`src/rtl/correlation_mac_pkg.sv`:
```
// Shared definitions for the streaming correlator: FSM state encoding and
// the result-width derivation used by the top level.
package correlation_mac_pkg;

  localparam logic [1:0] ST_IDLE = 2'd0;
  localparam logic [1:0] ST_MAC  = 2'd1;
  localparam logic [1:0] ST_DONE = 2'd2;

  // Result width that can hold TAPS full-scale products without wrapping.
  function automatic int calc_out_w(input int data_w, input int coef_w, input int taps);
    return data_w + coef_w + $clog2(taps);
  endfunction

endpackage

```
`src/rtl/correlation_mac_mac_unit.sv`:
```
// Single multiply-accumulate unit: unsigned product added into a registered
// accumulator, with synchronous clear taking priority over enable.
module mac_unit #(
  parameter int DATA_W = 4,
  parameter int COEF_W = 4,
  parameter int OUT_W  = 12
) (
  input  logic              clock,
  input  logic              reset,
  input  logic              clr_i,
  input  logic              en_i,
  input  logic [DATA_W-1:0] a_i,
  input  logic [COEF_W-1:0] b_i,
  output logic [OUT_W-1:0]  acc_o
);

  localparam int PROD_W = DATA_W + COEF_W;

  logic [PROD_W-1:0] prod;
  logic [OUT_W-1:0]  acc_q;
  logic [OUT_W-1:0]  acc_d;

  assign prod = {{COEF_W{1'b0}}, a_i} * {{DATA_W{1'b0}}, b_i};

  always_comb begin
    acc_d = acc_q;
    if (clr_i) begin
      acc_d = '0;
    end else if (en_i) begin
      acc_d = acc_q + {{(OUT_W-PROD_W){1'b0}}, prod};
    end
  end

  always_ff @(posedge clock) begin
    if (reset) begin
      acc_q <= '0;
    end else begin
      acc_q <= acc_d;
    end
  end

  assign acc_o = acc_q;

endmodule

```
`src/rtl/correlation_mac.sv`:
```
// Streaming correlator: sliding sample window, loadable coefficients and one
// time-multiplexed MAC producing sum_k w[k]*h[k] per accepted sample.
module correlation_mac
  import correlation_mac_pkg::*;
#(
  parameter int DATA_W = 4,
  parameter int COEF_W = 4,
  parameter int TAPS   = 10,
  parameter int OUT_W  = calc_out_w(DATA_W, COEF_W, TAPS)
) (
  input  logic                    clock,
  input  logic                    reset,
  input  logic                    coef_we,
  input  logic [$clog2(TAPS)-1:0] coef_addr,
  input  logic [COEF_W-1:0]       coef_data,
  input  logic                    in_valid,
  output logic                    in_ready,
  input  logic [DATA_W-1:0]       in_data,
  output logic                    out_valid,
  output logic [OUT_W-1:0]        out_data,
  output logic                    busy,
  output logic [1:0]              dbg_state
);

  localparam int AW = $clog2(TAPS);
  localparam int FW = $clog2(TAPS + 1);
  localparam logic [AW-1:0] LAST_IDX  = AW'(TAPS - 1);
  localparam logic [FW-1:0] FILL_FULL = FW'(TAPS);

  logic [1:0]        state_q, state_d;
  logic [AW-1:0]     idx_q, idx_d;
  logic [FW-1:0]     fill_q, fill_d, fill_after;
  logic [DATA_W-1:0] win_q  [TAPS];
  logic [COEF_W-1:0] coef_q [TAPS];
  logic              out_valid_q;
  logic [OUT_W-1:0]  out_data_q;
  logic [OUT_W-1:0]  acc;
  logic              accept, start_mac, coef_wr_ok, mac_en, acc_clr;

  // Handshake: a sample transfers on a rising edge where in_valid && in_ready;
  // the source must hold in_data stable while in_valid is high and in_ready is low.
  assign accept     = in_valid && in_ready;
  assign fill_after = (fill_q == FILL_FULL) ? FILL_FULL : fill_q + 1'b1;
  assign start_mac  = accept && (fill_after == FILL_FULL);
  assign fill_d     = accept ? fill_after : fill_q;
  assign coef_wr_ok = (state_q == ST_IDLE) && coef_we && (coef_addr <= LAST_IDX);

  always_ff @(posedge clock) begin
    if (reset) begin
      state_q <= ST_IDLE;
    end else begin
      state_q <= state_d;
    end
  end

  always_comb begin
    state_d = state_q;
    case (state_q)
      ST_IDLE: if (start_mac) state_d = ST_MAC;
      ST_MAC:  if (idx_q == LAST_IDX) state_d = ST_DONE;
      ST_DONE: state_d = ST_IDLE;
      default: state_d = ST_IDLE;
    endcase
  end

  always_comb begin
    in_ready = (state_q == ST_IDLE);
    busy     = (state_q == ST_MAC) || (state_q == ST_DONE);
    mac_en   = (state_q == ST_MAC);
    acc_clr  = (state_q == ST_IDLE);
  end

  // Index walks 0..TAPS-1 during MAC and parks at 0 otherwise.
  always_comb begin
    idx_d = '0;
    if (state_q == ST_MAC && idx_q != LAST_IDX) begin
      idx_d = idx_q + 1'b1;
    end
  end

  always_ff @(posedge clock) begin
    if (reset) begin
      fill_q      <= '0;
      idx_q       <= '0;
      out_valid_q <= 1'b0;
      out_data_q  <= '0;
      for (int k = 0; k < TAPS; k++) begin
        win_q[k]  <= '0;
        coef_q[k] <= '0;
      end
    end else begin
      fill_q      <= fill_d;
      idx_q       <= idx_d;
      out_valid_q <= (state_q == ST_DONE);
      if (state_q == ST_DONE) begin
        out_data_q <= acc;
      end
      if (accept) begin
        win_q[0] <= in_data;
        for (int k = 1; k < TAPS; k++) begin
          win_q[k] <= win_q[k-1];
        end
      end
      if (coef_wr_ok) begin
        coef_q[coef_addr] <= coef_data;
      end
    end
  end

  mac_unit #(
    .DATA_W (DATA_W),
    .COEF_W (COEF_W),
    .OUT_W  (OUT_W)
  ) u_mac (
    .clock (clock),
    .reset (reset),
    .clr_i (acc_clr),
    .en_i  (mac_en),
    .a_i   (win_q[idx_q]),
    .b_i   (coef_q[idx_q]),
    .acc_o (acc)
  );

  assign out_valid = out_valid_q;
  assign out_data  = out_data_q;
  assign dbg_state = state_q;

endmodule

```
`config.mk`:
```
export PLATFORM = sky130hd
export DESIGN_NAME = correlation_mac
export DESIGN_NICKNAME = d
export VERILOG_FILES = /design/src/rtl/correlation_mac_pkg.sv /design/src/rtl/correlation_mac_mac_unit.sv /design/src/rtl/correlation_mac.sv
export SDC_FILE = /design/constraint.sdc
export NUM_CORES = 1
export LEC_CHECK = 0
export CAP_MARGIN = 25
export CORE_MARGIN = 5
export CORE_UTILIZATION = 60
export CTS_BUF_LIST = sky130_fd_sc_hd__clkbuf_8
export DETAILED_ROUTE_END_ITERATION = 8
export PLACE_DENSITY = 0.83
export SYNTH_ARGS = -nofsm -noshare
export SYNTH_HDL_FRONTEND = slang
export SYNTH_SLANG_ARGS = --single-unit
```
`constraint.sdc`:
```
create_clock -name clock -period 5.6 [get_ports clock]
set_input_delay 0.84 -clock clock [delete_from_list [all_inputs] [get_ports clock]]
set_output_delay 0.84 -clock clock [all_outputs]
set_load 0.05 [all_outputs]
```
==> key figures <==
Place
  – Dpl hpwl: approximately 9.1 mm
  – Routability cong.: a little under 0.9
  – Buffers on Ports: 32

Setup path
  – Slowest cell delay on critical path: approximately 0.65 ns
  – Worst Setup End Kind: register
  – Crit-path max FO: 33
  – Most used cell, CP: fa_1
  – Worst R2R Path Depth: 14
  – Crit path DAT: between 5 and 6 ns
  – Critical path launch point type: register
  – Worst-path cell chain: buf_4 -> mux4_2 -> o221ai_2 -> or2_1 -> fa_1 -> fa_1 -> fa_1 -> inv_1 -> ha_1 -> nand3_1 -> o2111ai_1 -> a41oi_1 -> or3_1 -> a21oi_1
  – Reg2reg start: idx_q[0]
  – Crit Path Category: reg2reg
  – Slowest-stage cell, CP: dfxtp_4
  – Internal reg-to-reg setup slack: roughly 0.55 ns
  – Worst EP required: between 5 and 6 ns
  – FF-to-FF End: u_mac.acc_o[10]

Global route
  – Remaining Overflow, GRT: 0
  – Global-route wire length before repair: 21.0 mm
  – Pin count of the biggest net entering global routing: between 40 and 50
  – Global Route Usage Sum: 0.203
  – Vias in the first global route: roughly 4400
  – Initial antenna violation count: 0

Min path
  – Min-Delay Path Depth: 2
  – Hold endpoint: u_mac.acc_o[11]
  – Tightest Hold Check Type: reg2reg
  – Hold Startpoint: u_mac.acc_o[11]

STA
  – Period utilisation layout: 0.902
  – Final hold violation count: 0
  – RSZ-0062 raised after global routing: no
  – Worst-Margin Slew: 0.797 ns
  – Clock Skews: between 0.007 and 0.008 ns
  – Max-slew violations: 0
  – Minimum clock period: around 5.1 ns
  – F_max: between 0.15 and 0.2 GHz
  – Setup_tns: 0 ns
  – Max-Slew Margin vs Limit: 0.469
  – Final setup violating endpoints: 0

Floorplanning
  – Chip width: between 100 and 150 um
  – Initial core utilization: 0.608
  – Die height: 117 um
  – Std cell rows: 39
  – Die Area: around 0.014 mm^2
  – Core area: approximately 0.011 mm^2
  – # IOs: 33

Drt
  – DRC viols: 0
  – Routed WL: approximately 13 mm
  – Initial DRC Count: between 200 and 250
  – Routed Antenna Nets: 0
  – Routed wire per std cell: 16.4 um
  – First-pass DRT Iterations: 5
  – Drt via density: around 5.6
  – Via count: between 4000 and 5000

Power and ir drop
  – Total internal power: ~1.6 mW
  – Leakage power: just under 3 nW
  – Reg power frac: 0.581
  – NetSw: 0.432 mW
  – Net Sw Frac: 0.216
  – Clock share of power: 0.363
  – PwrDens: 260 mW/mm^2
  – Combinational share of power: 0.056
  – IR drop worst, VDD: about 220 uV

Synth
  – Register area share after synthesis: 0.555
  – YS warnings: 0
  – Post-Syn Area per Cell: ~12 um^2
  – Post-synth EDFFs: 104
  – Syn Std Cell Area: between 0.006 and 0.007 mm^2
  – Synth Register Bits: about 140
  – Asr flop ratio synth: 0
  – Post-synthesis cell type count: between 50 and 60
  – Mapped Cells: ~550
  – Primary FF master, synth: edfxtp_1

Clock tree
  – Clock transition at path regs: roughly 0.07 ns
  – Root Driver: clkbuf_8
  – Clock Tree Buf Depth: 2
  – H-Tree Depth: 4
  – Clk_lat worst skew: about 0.44 ns
  – CTS tree: built
  – TritonCTS Sinks: between 100 and 150
  – Num CTS Buffers: 17

Layout
  – Nets@finish: approximately 660
  – Layout Utilization: 0.682
  – Fraction of layout cells with a size suffix above 1: 0.106
  – Syn-to-layout area delta: 12.2%
  – N_diodes: 0
  – Multi-input combinational cell area: ~0.0029 mm^2
  – Fill count: about 840
  – Storage element area: about 0.0038 mm^2

Flow run
  – Max-cap violations: 0

Status
  – Outcome: completed
[routing by layer]
metal | track usage | vias up | wire length (um)
li1 | - | 2068 | -
met4 | 0.0818 | 0 | 286
met2 | 0.346 | 89 | 6490
met3 | 0.0473 | 23 | 463
met1 | 0.251 | 2108 | 5360
met5 | 0 | - | 0
[stage by stage]
| step | power [mW] | cells | setup slack, ns | hold slack, ns | instance area, um^2 |
|---|---|---|---|---|---|
| after global placement | 1.29 | 736 | 0.552 | 0.471 | 7370 |
| after CTS | 2.02 | 767 | 0.278 | 0.498 | 7720 |
| after floorplan | 1.26 | 577 | 1.21 | 0.458 | 6970 |
| after global routing | 2.09 | 767 | 0.217 | 0.526 | 7720 |
| final | 2.01 | 767 | 0.548 | 0.497 | 7720 |
| after detailed placement | 1.30 | 736 | 0.342 | 0.483 | 7370 |
[cell type report]
type	instances	area share
Multi-Input combinational cell	380	0.371
Clock buffer	17	0.0303
Tap cell	143	0.0232
Sequential cell	139	0.495
Clock inverter	14	0.0149
Inverter	36	0.0175
Timing Repair Buffer	38	0.0473
[worst max path at each step]
stage / from / end / cells past startpoint
after floorplan: idx_q[0] / u_mac.acc_o[10] / 17
after global placement: idx_q[0] / u_mac.acc_o[10] / 14
after detailed placement: idx_q[0] / u_mac.acc_o[10] / 14
after CTS: idx_q[0] / u_mac.acc_o[10] / 14
after global routing: idx_q[0] / u_mac.acc_o[10] / 14
final: idx_q[0] / u_mac.acc_o[10] / 14
[cell families (layout without fill, tap and decap cells)]
family	count (synthesis)	in the layout	share of synthesized area
buffers and inverters	58	105	0.0405
other	1	24	0.000545
adders and majority gates	35	35	0.0734
xor gates and xnor gates	3	3	0.00382
DFF	139	139	0.555
and+or+nand+nor	200	200	0.144
AOI/OAI and AO/OA	67	67	0.0745
muxes	51	51	0.108
[placed cells by master, fill, tap and decap left out, types with 3 or more instances in the layout]
cell,instances
inv_1,38
o21ai_0,8
mux2_2,4
mux2_1,6
buf_4,6
and2_1,40
clkbuf_8,17
mux4_2,14
clkdlybuf4s50_1,32
mux2i_1,23
a31oi_1,4
or3_1,5
nand2_1,20
nor3_1,3
clkinv_1,6
fa_1,9
nand2b_1,17
o221ai_2,4
a211oi_1,7
nand3_1,10
a21oi_1,14
or2_1,4
ha_1,26
a21o_1,3
o22ai_1,4
a2111oi_2,4
conb_1,24
nor2_1,83
o22a_1,4
dfxtp_1,34
nor2b_1,10
edfxtp_1,104
[power groups by stage]
stage / registers (mW) / logic (mW) / clock network [mW]
floorplan: 1.18 / 0.0796 / 0
global placement: 1.19 / 0.107 / 0
detailed placement: 1.19 / 0.112 / 0
CTS: 1.17 / 0.113 / 0.741
global route: 1.17 / 0.126 / 0.792
finish: 1.17 / 0.113 / 0.727
[synth_stat cells (5+ instances only)]
| library cell | instances | area, um^2 |
|---|---|---|
| nor2_1 | 83 | 312 |
| ha_1 | 26 | 325 |
| a21oi_1 | 14 | 70.1 |
| edfxtp_1 | 104 | 3120 |
| clkbuf_1 | 13 | 48.8 |
| nand2b_1 | 17 | 106 |
| nand3_1 | 10 | 50.1 |
| mux2_1 | 6 | 67.6 |
| fa_1 | 9 | 180 |
| nand2_1 | 20 | 75.1 |
| or3_1 | 5 | 31.3 |
| and2_1 | 40 | 250 |
| o21ai_0 | 8 | 40.0 |
| inv_1 | 35 | 131 |
| nor2b_1 | 10 | 62.6 |
| mux2i_1 | 23 | 230 |
| mux4_2 | 14 | 315 |
| a211oi_1 | 7 | 52.6 |
| dfxtp_1 | 35 | 701 |
[timing repair]
action / in CTS / in global routing
setup buffers: 0 / 0
endpoints found under the setup margin: 0 / 1
hold buffers: 0 / 0
gates resized for setup: 0 / 1
endpoints found under the hold margin: 0 / 0
[worst max-delay path: cells and delay by family (launching register included)]
family                     cells  cell delay (ns)
adders and majority gates      4             1.83
AOI/OAI and AO/OA              4             1.00
DFF                            1             0.65
and+or+nand+nor                3             0.60
muxes                          1             0.53
buffers and inverters          2             0.37
[registers in the layout, indices dropped and copies added (netlist names)]
register	cells
dbg_state	2
fill_q	4
out_data	12
win_q	40
coef_q	64
idx_q	4
u_mac.acc_o	12
out_valid	1
No activity file was read; power rests on OpenSTA's default activity.
